==> src/rtl/piso_serializer.sv <==
// Parallel-in/serial-out shift register with a valid/ready load handshake and per-frame bit order.
// Emits one bit per enabled cycle, pulses done on the last bit and supports a synchronous abort.
module piso_serializer #(
   parameter int   WIDTH      = 8,
   parameter logic IDLE_LEVEL = 1'b0
) (
   input  logic             clk,
   input  logic             reset,
   input  logic             load_valid,
   output logic             load_ready,
   input  logic [WIDTH-1:0] load_data,
   input  logic             msb_first,
   input  logic             shift_en,
   input  logic             abort,
   output logic             ser_out,
   output logic             ser_valid,
   output logic             busy,
   output logic             done,
   output logic [WIDTH-1:0] shreg
);

   localparam int CW = $clog2(WIDTH + 1);

   typedef enum logic {
      S_IDLE  = 1'b0,
      S_SHIFT = 1'b1
   } state_t;

   state_t           r_state;
   state_t           w_state_nxt;
   logic [WIDTH-1:0] r_shreg;
   logic             r_dir;
   logic [CW-1:0]    r_cnt;
   logic             r_ser_out;
   logic             r_ser_valid;
   logic             r_done;

   logic             w_accept;
   logic             w_abort;
   logic             w_step;
   logic             w_last;

   // Bit presented at the emitting end of the word for the selected order.
   function automatic logic emit_bit(input logic [WIDTH-1:0] word, input logic dir);
      emit_bit = dir ? word[WIDTH-1] : word[0];
   endfunction

   function automatic logic [WIDTH-1:0] shift_word(input logic [WIDTH-1:0] word, input logic dir);
      shift_word = dir ? (word << 1) : (word >> 1);
   endfunction

   assign w_accept = (r_state == S_IDLE) && load_valid;
   assign w_abort  = (r_state == S_SHIFT) && abort;
   assign w_step   = (r_state == S_SHIFT) && !abort && shift_en;
   assign w_last   = w_step && (r_cnt == CW'(1));

   always_ff @(posedge clk or posedge reset) begin
      if (reset) begin
         r_state <= S_IDLE;
      end else begin
         r_state <= w_state_nxt;
      end
   end

   always_comb begin
      w_state_nxt = r_state;
      case (r_state)
         S_IDLE: begin
            if (load_valid) begin
               w_state_nxt = S_SHIFT;
            end
         end
         S_SHIFT: begin
            if (abort || (shift_en && (r_cnt == CW'(1)))) begin
               w_state_nxt = S_IDLE;
            end
         end
         default: w_state_nxt = S_IDLE;
      endcase
   end

   always_comb begin
      load_ready = (r_state == S_IDLE);
      busy       = (r_state == S_SHIFT);
   end

   // Datapath: load capture, bit emission, hold on disabled cycles, abort flush.
   always_ff @(posedge clk or posedge reset) begin
      if (reset) begin
         r_shreg     <= '0;
         r_dir       <= 1'b0;
         r_cnt       <= '0;
         r_ser_out   <= IDLE_LEVEL;
         r_ser_valid <= 1'b0;
         r_done      <= 1'b0;
      end else if (w_abort) begin
         r_shreg     <= '0;
         r_cnt       <= '0;
         r_ser_out   <= IDLE_LEVEL;
         r_ser_valid <= 1'b0;
         r_done      <= 1'b0;
      end else if (w_step) begin
         r_ser_out   <= emit_bit(r_shreg, r_dir);
         r_ser_valid <= 1'b1;
         r_shreg     <= shift_word(r_shreg, r_dir);
         r_cnt       <= r_cnt - CW'(1);
         r_done      <= w_last;
      end else if (r_state == S_SHIFT) begin
         r_ser_valid <= 1'b0;
         r_done      <= 1'b0;
      end else begin
         r_ser_out   <= IDLE_LEVEL;
         r_ser_valid <= 1'b0;
         r_done      <= 1'b0;
         if (w_accept) begin
            r_shreg <= load_data;
            r_dir   <= msb_first;
            r_cnt   <= CW'(WIDTH);
         end
      end
   end

   assign ser_out   = r_ser_out;
   assign ser_valid = r_ser_valid;
   assign done      = r_done;
   assign shreg     = r_shreg;

endmodule

==> config.mk <==
export PLATFORM = sky130hd
export DESIGN_NAME = piso_serializer
export DESIGN_NICKNAME = d
export VERILOG_FILES = /design/src/rtl/piso_serializer.sv
export SDC_FILE = /design/constraint.sdc
export NUM_CORES = 1
export LEC_CHECK = 0
export ABC_AREA = 1
export CAP_MARGIN = 20
export CORE_ASPECT_RATIO = 1.1
export CORE_MARGIN = 4
export CORE_UTILIZATION = 29
export CTS_CLUSTER_SIZE = 28
export DETAILED_ROUTE_END_ITERATION = 10
export SLEW_MARGIN = 20
export SYNTH_ARGS = -nofsm -noshare
export SYNTH_HDL_FRONTEND = slang
export SYNTH_SLANG_ARGS = --single-unit
==> constraint.sdc <==
create_clock -name clk -period 1.8 [get_ports clk]
set_clock_uncertainty 0.2 [all_clocks]
set_input_delay 0.27 -clock clk [delete_from_list [all_inputs] [get_ports clk]]
set_output_delay 0.27 -clock clk [all_outputs]
set_load 0.05 [all_outputs]
* Word-level counts from Yosys, hierarchy flattened
Cells that the tools add are included.
** Cells by class
- Shift-type cells :: 0
- Add/subtract/negate cells :: 1
- Reductions and logical operators :: 11
- $mul :: 0
- Equality and inequality tests :: 2
- Bitwise logic cells :: 3
- $lt $le $gt $ge :: 0
- Mux-type cells :: 20
- Divide/modulo/power cells :: 0
** Operators by type and width (number)
- $mux 8 :: 5
- $mux 4 :: 4
- $mux 1 :: 10
- $logic_and 1x1->1 :: 6
- $eq 4x1->1 const B :: 1
- $reduce_and 4->1 :: 1
- $sub 4x1->4 const B :: 1
- $ne 3x1->1 const B :: 1
- $not 1->1 :: 3
- $reduce_bool 3->1 :: 1
- $pmux 1 s2 :: 1
- $reduce_and 2->1 :: 1
- $logic_not 1->1 :: 1
- $logic_or 1x1->1 :: 1
** Storage, ports and cells
- Register bits after elaboration :: 17
- Logic and storage cells :: 44
- Memory bits (writable) :: 0
- Input bits :: 14
- Memories kept :: 0
- ROM bits :: 0
- Bits in latches :: 0

* Depth between registers and ports, before layout
Gate-level depths: netlist of the first run.
- Depth in word-level cells :: 6
- Depth in mapped cells :: 8
- Gate-level depth less buffers :: 7

* Least setup slack after synthesis of the first run
No wires, ideal clock.
- Kind :: reg-to-reg
- From :: reg r_state (netlist: busy)
- To :: reg r_shreg[7] (netlist: shreg[7])
- Period minus slack after synthesis :: 1.896 ns
- Data required time :: 1.534 ns
- Arrival time :: 1.630 ns
- Stages on the path, launching flop included :: 7
- Setup slack :: -0.096 ns
- Cells stage by stage :: dfrtp_1 -> inv_1 -> nand2_2 -> nand2_4 -> clkinv_2 -> nand2_1 -> nand2_1
** On the way
- Word-level cells in the longest chain between the ends :: 4
** Ends and longest elaborated chain
- start: declaration :: line 29 : state_t r_state;
- start signal: assignment :: line 61 : r_state <= w_state_nxt;
- $not 1->1 (no line)
- via load_ready :: line 10 : output logic load_ready,
- $logic_and 1x1->1 :: line 52 : assign w_accept = (r_state == S_IDLE) && load_valid;
- $reduce_bool 3->1 (no line)
- $reduce_and 2->1 (no line)
- end signal: assignment :: line 105 : r_shreg <= shift_word(r_shreg, r_dir);
- end signal: assignment :: line 116 : r_shreg <= load_data;
- end: declaration :: line 31 : logic [WIDTH-1:0] r_shreg;
The timed path passes the listed nets, and every way through them passes these cells.
A chain may end at the register's enable or synchronous reset.

* Worst setup path after layout of the first run
- From :: reg r_state (netlist: busy)
- To :: out load_ready
** On the way
- Word-level cells in the longest chain between the ends :: 1
** Ends and longest elaborated chain (line)
- $not 1->1 (no line)
- end: declaration :: 10
No other way between the ends.

==> metrics.cfg, run 1 <==
[outcome]
status=completed

[sta]
final.min_clock_period_ns=1.58
tns_ns=0
report.final.slew_viol_count=0
rsz0062_at_grt=false
max_slew_margin_pct=81.4
tightest_slew_ns=0.279
fin_ws_ns=0.217
fmax_mhz=632
fin_crit_sh_pct=88.0
hold_violations=0
finalSetupViolCount=0

[floorplanning]
start_util_pct=30.7
die_h_um=68.1
pin_count=27
dieArea_um2=4260
rows=21
die_x_um=62.6
core_area_um2=3100

[finish]
fin_nets=185
area.growth.synth_to_final_pct=36.7
utilization_pct=41.9
fillers=350
diodes=0
layout_commonest_cell=nand2_1
layout-drive-gt1-share_pct=18.5
stdcell_count=202
mostFrequentLayoutCells=nand2_1, dfrtp_1, buf_4

[global_routing]
grt_pass1_wl_um=4100
grt_pass1_vias=921
track_usage_pct=12.2
antenna_found_initial=0
grt_start_max_net_pins=18
grt_overflow=0

[setup_path]
end_kind=primary output
cp-start-kind=register
r2r_cells=6
cp_slowest_stage_delay_ns=0.49
crit_slowest_cell=dfrtp_2
required_ns=1.33
path_max_fanout=7
cp.arrival_ns=1.11
worstPathCellList=inv_1 -> buf_12
critPathLaunch=busy
crit_type=reg2out
r2r-start=busy

[route]
wl_um=2420
drc=0
vias=912
detail-route-antenna-nets=0
drt_pass1_iterations=4
drt-wirelength-per-cell_um=12.0
first_iter_violations=37
viasPerCell=4.51

[synthesis]
synth.distinct_cells=24
ys_ff_latch=17
synthArstFlopShare_pct=100
syn_nets=151
syn_inst=135
yosysWarnings=0
synth_ff_type=dfrtp_1
synth_area_um2=951
seq_area_frac_synth_pct=44.7
avgSynthCellArea_um2=7.04
synth-edff-count=0

[place]
dp_hpwl_um=1890
dp.cells=198
place_ws_ns=0.0935
place_congestion=0.717
io_buffers=26

[power_and_ir_drop]
power.total_mw=1.46
p_per_area_nw_per_um2=1120
peakVddDrop_v=0.000582
p_leak_nw=0.726

[clock_tree]
path_clk_slew_ns=0.11
cts_hold_buf=0
cts_root_buffer=clkbuf_4
tritoncts.num_buffers=3
clock_path_buffers=2
cts_num_sinks=17
cts_tree=done
cts_resized=0
clkLatencyLatePin_ns=0.30
post_cts_buffers=0
htree_num_levels=1

[worst_hold_path]
hold_class=in2async

[run]
cap_violations=0

-- power by group --
part,internal [mW],switching (mW)
combinational,0.244,0.442
sequential,0.463,0.0946
clock,0.0828,0.131
total,0.790,0.668
-- cells in the mapped netlist (2+ instances only) --
library cell / number / share of area, %
dfrtp_1: 17 / 45
ha_1: 2 / 2.6
inv_1: 13 / 5.1
nand2_1: 73 / 29
nand3_1: 5 / 2.6
nor2_1: 3 / 1.2
o21ai_0: 4 / 2.1
o21ai_1: 2 / 1.1
-- critical path: cells and delay by family (launching register included) --
kind     cells  cell delay (ns)
flops        1             0.49
buf+inv      2             0.33
-- cells by family (layout without fill, tap and decap cells) --
family                     count (synthesis)  after routing  synth area share (%)
AOI/OAI and AO/OA                         10             10                  6.05
xor gates and xnor gates                   1              1                 0.921
adders and majority gates                  2              2                  2.63
buffers and inverters                     17             50                  7.37
DFF                                       17             17                  44.7
and+or+nand+nor                           88             88                  38.3
-- registers in the layout, summed over array words and instances, names as in the netlist --
signal,flops
busy,1
done,1
r_cnt,4
r_dir,1
ser_out,1
ser_valid,1
shreg,8
-- final cells by class --
type | instances | area [um^2] | share of cell area (%)
clock buffer | 3 | 22.5 | 1.73
clock inverter | 1 | 5.00 | 0.385
inverter | 15 | 57.6 | 4.43
multi-input combinational | 101 | 455 | 35.0
sequential | 17 | 427 | 32.8
tap | 34 | 42.5 | 3.27
timing repair buffer | 31 | 290 | 22.3
-- per-layer routing --
metal / share of wire, % / wire length (um) / GRT usage, %
met1: 48 / 1160 / 15.0
met2: 46 / 1110 / 21.0
met3: 5.8 / 140 / 4.43
met4: 0.54 / 13 / 1.93
met5: 0 / 0 / 0
-- stage by stage --
stage | instance area [um^2] | hold slack [ns]
6_report | 1300 | 0.0741
5_1_grt | 1300 | 0.0878
4_1_cts | 1300 | 0.0751
3_5_place_dp | 1270 | 0.317
3_3_place_gp | 1270 | 0.321
2_1_floorplan | 952 | -0.00400
-- final timing paths --
path | slack (ns) | end
max in group asynchronous | 1.12 | busy
min reg2reg | 0.34 | ser_out
min | 0.07 | busy
max | 0.22 | load_ready
max reg2reg | 0.30 | shreg[3]
min in group clk | 0.34 | ser_out
No activity file was read; power rests on OpenSTA's default activity.
==> inputs of run 2 (changes only) <==
--- a/config.mk
+++ b/config.mk
@@ -8,4 +8,6 @@
 export ABC_AREA = 1
 export CAP_MARGIN = 20
+export CELL_PAD_IN_SITES_DETAIL_PLACEMENT = 1
+export CELL_PAD_IN_SITES_GLOBAL_PLACEMENT = 1
 export CORE_ASPECT_RATIO = 1.1
 export CORE_MARGIN = 4
@@ -13,4 +15,5 @@
 export CTS_CLUSTER_SIZE = 28
 export DETAILED_ROUTE_END_ITERATION = 10
+export PLACE_DENSITY_LB_ADDON = 0.1
 export SLEW_MARGIN = 20
 export SYNTH_ARGS = -nofsm -noshare
==> constraint.sdc (replaced) <==
create_clock -name clk -period 1.8 [get_ports clk]
set_clock_uncertainty 0.2 [all_clocks]
set_input_delay 0.36 -clock clk [delete_from_list [all_inputs] [get_ports clk]]
set_output_delay 0.36 -clock clk [all_outputs]
set_load 0.05 [all_outputs]
==> metrics.cfg, run 2 (same netlist as run 1, synthesis figures left out) <==
[setup_path]
crit_path_end=load_ready
worstReg2RegEnd=shreg[6]
path_max_fanout=7  ; unchanged
cp-start-kind=register
r2r_slack_ns=0.29  ; about the same
crit_type=reg2out
cp.arrival_ns=1.10  ; about the same
r2r-start=busy
critPathLaunch=busy
required_ns=1.24  ; -0.09 ns
end_kind=primary output
r2r_cells=5  ; -1

[clock_tree]
cts_tree=done
cts_root_buffer=clkbuf_4
path_clk_slew_ns=0.10  ; about the same
cts_resized=0  ; unchanged
cts_hold_buf=0  ; unchanged
cts_num_sinks=17  ; unchanged
clkLatencyLatePin_ns=0.29  ; about the same
clock_path_buffers=2  ; unchanged
htree_num_levels=1  ; unchanged
post_cts_buffers=0  ; unchanged
tritoncts.num_buffers=3  ; unchanged

[outcome]
status=completed

[worst_hold_path]
hold_class=in2async

[power_and_ir_drop]
p_per_area_nw_per_um2=1120  ; -0.20%
power.total_mw=1.64  ; +13%
p_leak_nw=0.780  ; +7.4%
peakVddDrop_v=0.000426  ; -27%

[sta]
final.min_clock_period_ns=1.66  ; +0.0812 ns
max_slew_margin_pct=69.3  ; -12 points
rsz0062_at_grt=false
finalSetupViolCount=0  ; unchanged
fin_crit_sh_pct=92.5  ; +4.5 points
fin_ws_ns=0.136  ; -0.0812 ns
report.final.slew_viol_count=0  ; unchanged
hold_violations=0  ; unchanged
tns_ns=0  ; unchanged
fmax_mhz=601  ; -4.9%
tightest_slew_ns=0.460  ; +0.181 ns

[global_routing]
grt_pass1_wl_um=4820  ; +18%
track_usage_pct=14.1  ; +1.9 points
grt_overflow=0  ; unchanged
grt_pass1_vias=1075  ; +17%
grt_start_max_net_pins=18  ; unchanged
antenna_found_initial=0  ; unchanged

[finish]
seq_area_um2=427  ; unchanged
layout-drive-gt1-share_pct=19.8  ; +1.3 points
mostFrequentLayoutCells=nand2_1, dfrtp_1, inv_1, clkdlybuf4s50_1, buf_12
fillers=393  ; +12%
largest_register_ff_count=8  ; unchanged
layout_commonest_cell=nand2_1
multi_input_area_um2=455  ; unchanged
area.growth.synth_to_final_pct=54.2
fin_area_um2=1470  ; +13%
diodes=0  ; unchanged
fin_nets=189  ; +2.2%

[floorplanning]
dieArea_um2=4260  ; unchanged
die_x_um=62.6  ; unchanged
pin_count=27  ; unchanged
rows=21  ; unchanged
core_area_um2=3100  ; unchanged
start_util_pct=30.7  ; unchanged
die_h_um=68.1  ; unchanged

[route]
wl_um=2820  ; +17%
viasPerCell=4.79  ; +6.1%
detail-route-antenna-nets=0  ; unchanged
vias=987  ; +8.2%
first_iter_violations=22  ; -41%
drt_pass1_iterations=3  ; -1
drt-wirelength-per-cell_um=13.7  ; +14%
drc=0  ; unchanged

[place]
dp_hpwl_um=2270  ; +20%
place_ws_ns=-0.162  ; -0.256 ns
io_buffers=26  ; unchanged
place_congestion=0.820  ; +14%
placed_cell_area_um2=1440  ; +13%

[run]
cap_violations=0  ; unchanged

[run 2: report_power, final]
group	total, mW	leakage (nW)	switching [mW]	internal (mW)
Combinational	0.847	0.547	0.466	0.381
Clock	0.209	0.0150	0.123	0.0860
Sequential	0.585	0.218	0.122	0.463
[run 2: final cells by class]
class / count / area share (%)
clock buffer: 4 / 1.79
inverter: 15 / 3.92
multi-input combinational: 101 / 31.1
sequential: 17 / 29.1
tap: 34 / 2.90
timing repair buffer: 35 / 31.2
[run 2: per-stage QoR]
stage	util, %	instances	hold WS (ns)
detailed placement	46.4	202	0.354
finish	47.3	206	0.176
global placement	46.4	202	0.324
floorplan	-	135	0.0860
CTS	47.3	206	0.186
global route	47.3	206	0.194
[run 2: how the worst min path moves through the flow]
stage                   from        end  slack, ns  cells past startpoint
floorplan              reset       done       0.09                      1
global placement    r_cnt[3]   r_cnt[3]       0.32                      2
detailed placement  r_cnt[2]   r_cnt[2]       0.35                      3
CTS                    reset  ser_valid       0.19                      3
global route           reset   shreg[3]       0.19                      3
finish                 reset  ser_valid       0.18                      3
[run 2: layer usage]
| metal | vias to the layer above | global-route usage [%] | wire length [um] |
|---|---|---|---|
| li1 | 488 | - | - |
| met1 | 479 | 16.4 | 1240 |
| met2 | 16 | 26.4 | 1460 |
| met3 | 4 | 2.63 | 74 |
| met4 | 0 | 4.96 | 56 |
| met5 | - | 0 | 0 |
[run 2: critical path, cell delays in order (launching register included)]
cell and delay (ns):
dfrtp_2 0.49, inv_1 0.17, buf_12 0.16
==> inputs of run 3 (changes only) <==
Settings changed: ABC_AREA 1 to 0.
==> metrics.cfg, run 3 <==
[sta]
fmax_mhz=593  ; -1.3%
max_slew_margin_pct=72.9  ; +3.6 points
tns_ns=0  ; unchanged
hold_violations=0  ; unchanged
final.min_clock_period_ns=1.69  ; +0.0213 ns
rsz0062_at_grt=false
tightest_slew_ns=0.407  ; -0.0530 ns
report.final.slew_viol_count=0  ; unchanged
finalSetupViolCount=0  ; unchanged
fin_crit_sh_pct=93.6  ; +1.2 points

[power_and_ir_drop]
p_leak_nw=0.616  ; -21%
peakVddDrop_v=0.000527  ; +24%
p_per_area_nw_per_um2=1180  ; +5.0%

[floorplanning]
die_h_um=64.9  ; -4.7%
dieArea_um2=3870  ; -9.1%
pin_count=27  ; unchanged
rows=20  ; -4.8%
start_util_pct=30.4  ; -0.27 points
die_x_um=59.7  ; -4.7%
core_area_um2=2800  ; -9.6%

[synthesis]
synthArstFlopShare_pct=100  ; unchanged
synth.distinct_cells=26  ; +8.3%
synth_most_common_cell=dfrtp_1
synth_ff_type=dfrtp_1
ys_ff_latch=17  ; unchanged
yosysWarnings=0  ; unchanged
syn_nets=96  ; -36%
syn_inst=80  ; -41%
synth_area_um2=852  ; -10%
seq_area_frac_synth_pct=49.9  ; +5.2 points
avgSynthCellArea_um2=10.7  ; +51%
synthTopCellsByCount=dfrtp_1, o21ai_0, inv_1, nand2_1
yosys.area.top_type=dfrtp_1
synth_top_area_share_pct=49.9  ; +5.2 points
synth-edff-count=0  ; unchanged
synthTopCellsByArea=dfrtp_1, mux2_2, a2bb2oi_1

[route]
drc=0  ; unchanged
detail-route-antenna-nets=0  ; unchanged
drt-wirelength-per-cell_um=15.0  ; +9.7%
wl_um=2290  ; -19%
viasPerCell=4.89  ; +2.2%
first_iter_violations=14  ; -36%
drt_pass1_iterations=3  ; unchanged
vias=744  ; -25%

[setup_path]
path_max_fanout=2  ; -5
cp_slowest_stage_delay_ns=0.48  ; about the same
cp-start-kind=input pin
worstPathCellList=clkdlybuf4s50_1 -> or4b_1 -> or3_1 -> nand3_1
crit_type=in2reg
critPathLaunch=shift_en
cp.arrival_ns=1.72  ; +0.62 ns
crit_slowest_cell=clkdlybuf4s50_1
r2r-start=r_cnt[0]
end_kind=register
required_ns=1.84  ; +0.60 ns

[clock_tree]
clock_path_buffers=2  ; unchanged
tritoncts.num_buffers=3  ; unchanged
post_cts_buffers=0  ; unchanged
clkLatencyLatePin_ns=0.29  ; about the same
cts_root_buffer=clkbuf_4
cts_tree=done
htree_num_levels=1  ; unchanged
cts_hold_buf=0  ; unchanged
cts_num_sinks=17  ; unchanged
path_clk_slew_ns=0.12  ; +0.02 ns
cts_resized=0  ; unchanged

[finish]
diodes=0  ; unchanged
largest_register_ff_count=8  ; unchanged
mostFrequentLayoutCells=dfrtp_1, clkdlybuf4s50_1, buf_12, buf_4, o21ai_0
area.growth.synth_to_final_pct=61.1
fin_nets=136  ; -28%
layout-drive-gt1-share_pct=29.4  ; +9.6 points
utilization_pct=49.0  ; +1.7 points
layout_commonest_cell=dfrtp_1

[global_routing]
grt_start_max_net_pins=18  ; unchanged
antenna_found_initial=0  ; unchanged
grt_pass1_wl_um=3860  ; -20%
track_usage_pct=13.1  ; -1.0 points
busiest_layer=met2
met1_usage_pct=17.2  ; +0.81 points
grt_overflow=0  ; unchanged
grt_pass1_vias=805  ; -25%
met3_usage_pct=2.39  ; -0.24 points
met2_usage_pct=21.4  ; -5.0 points

[place]
io_buffers=26  ; unchanged
dp_hpwl_um=1770  ; -22%
place_congestion=0.758  ; -7.6%

[run]
cap_violations=0  ; unchanged

[worst_hold_path]
hold_class=in2async

[outcome]
status=completed

==> run 3: where the power goes <==
part,internal (mW),total [mW],switching (mW)
Clock,0.0825,0.209,0.126
Sequential,0.463,0.599,0.135
Combinational,0.426,0.806,0.380
Total,0.972,1.61,0.641
==> run 3: per-stage QoR <==
stage / instances / hold slack (ns) / power [mW] / worst slack, ns / cell area (um^2)
floorplan: 80 / 0.0861 / 0.996 / 0.102 / 852
global placement: 148 / 0.345 / 1.41 / -0.147 / 1350
detailed placement: 148 / 0.365 / 1.42 / -0.197 / 1350
CTS: 152 / 0.169 / 1.64 / 0.108 / 1370
global route: 152 / 0.183 / 1.71 / 0.0595 / 1370
finish: 152 / 0.162 / 1.61 / 0.114 / 1370
==> run 3: final cells by class <==
cell class | instances | area, um^2
timing repair buffer | 37 | 460
clock buffer | 3 | 22.5
clock inverter | 1 | 5.00
multi-input combinational | 53 | 388
tap | 33 | 41.3
fill | 329 | 1430
inverter | 8 | 30.0
sequential | 17 | 425
==> run 3: worst paths after layout <==
check	cells after the start	endpoint	slack (ns)
worst max-delay path	4	r_cnt[3]	0.11
worst min-delay path	3	r_cnt[1]	0.16
worst max register to register	3	r_cnt[3]	0.15
worst min register to register	1	r_cnt[2]	0.38
max in group asynchronous	3	shreg[1]	1.03
min in group clk	1	r_cnt[2]	0.38
==> run 3: cell families (layout without fill, tap and decap cells) <==
logic type | after synthesis | count (layout) | share of synthesized area, %
buffers and inverters | 10 | 49 | 4.55
DFF | 17 | 17 | 49.9
AOI/OAI and AO/OA | 21 | 21 | 17.5
adders and majority gates | 2 | 2 | 2.94
and+or+nand+nor | 22 | 22 | 15.0
muxes | 8 | 8 | 10.1
==> run 3: worst max-delay path, delay by kind of cell <==
kind / cells / cell delay [ns]
buffers and inverters: 1 / 0.48
and+or+nand+nor: 3 / 0.88
==> run 3: metal layers <==
metal,vias up,wire (um),part of all wire [%]
li1,365,-,-
met1,361,1010,44
met2,16,1170,51
met3,2,95,4.2
met4,0,15,0.66
met5,-,0,0
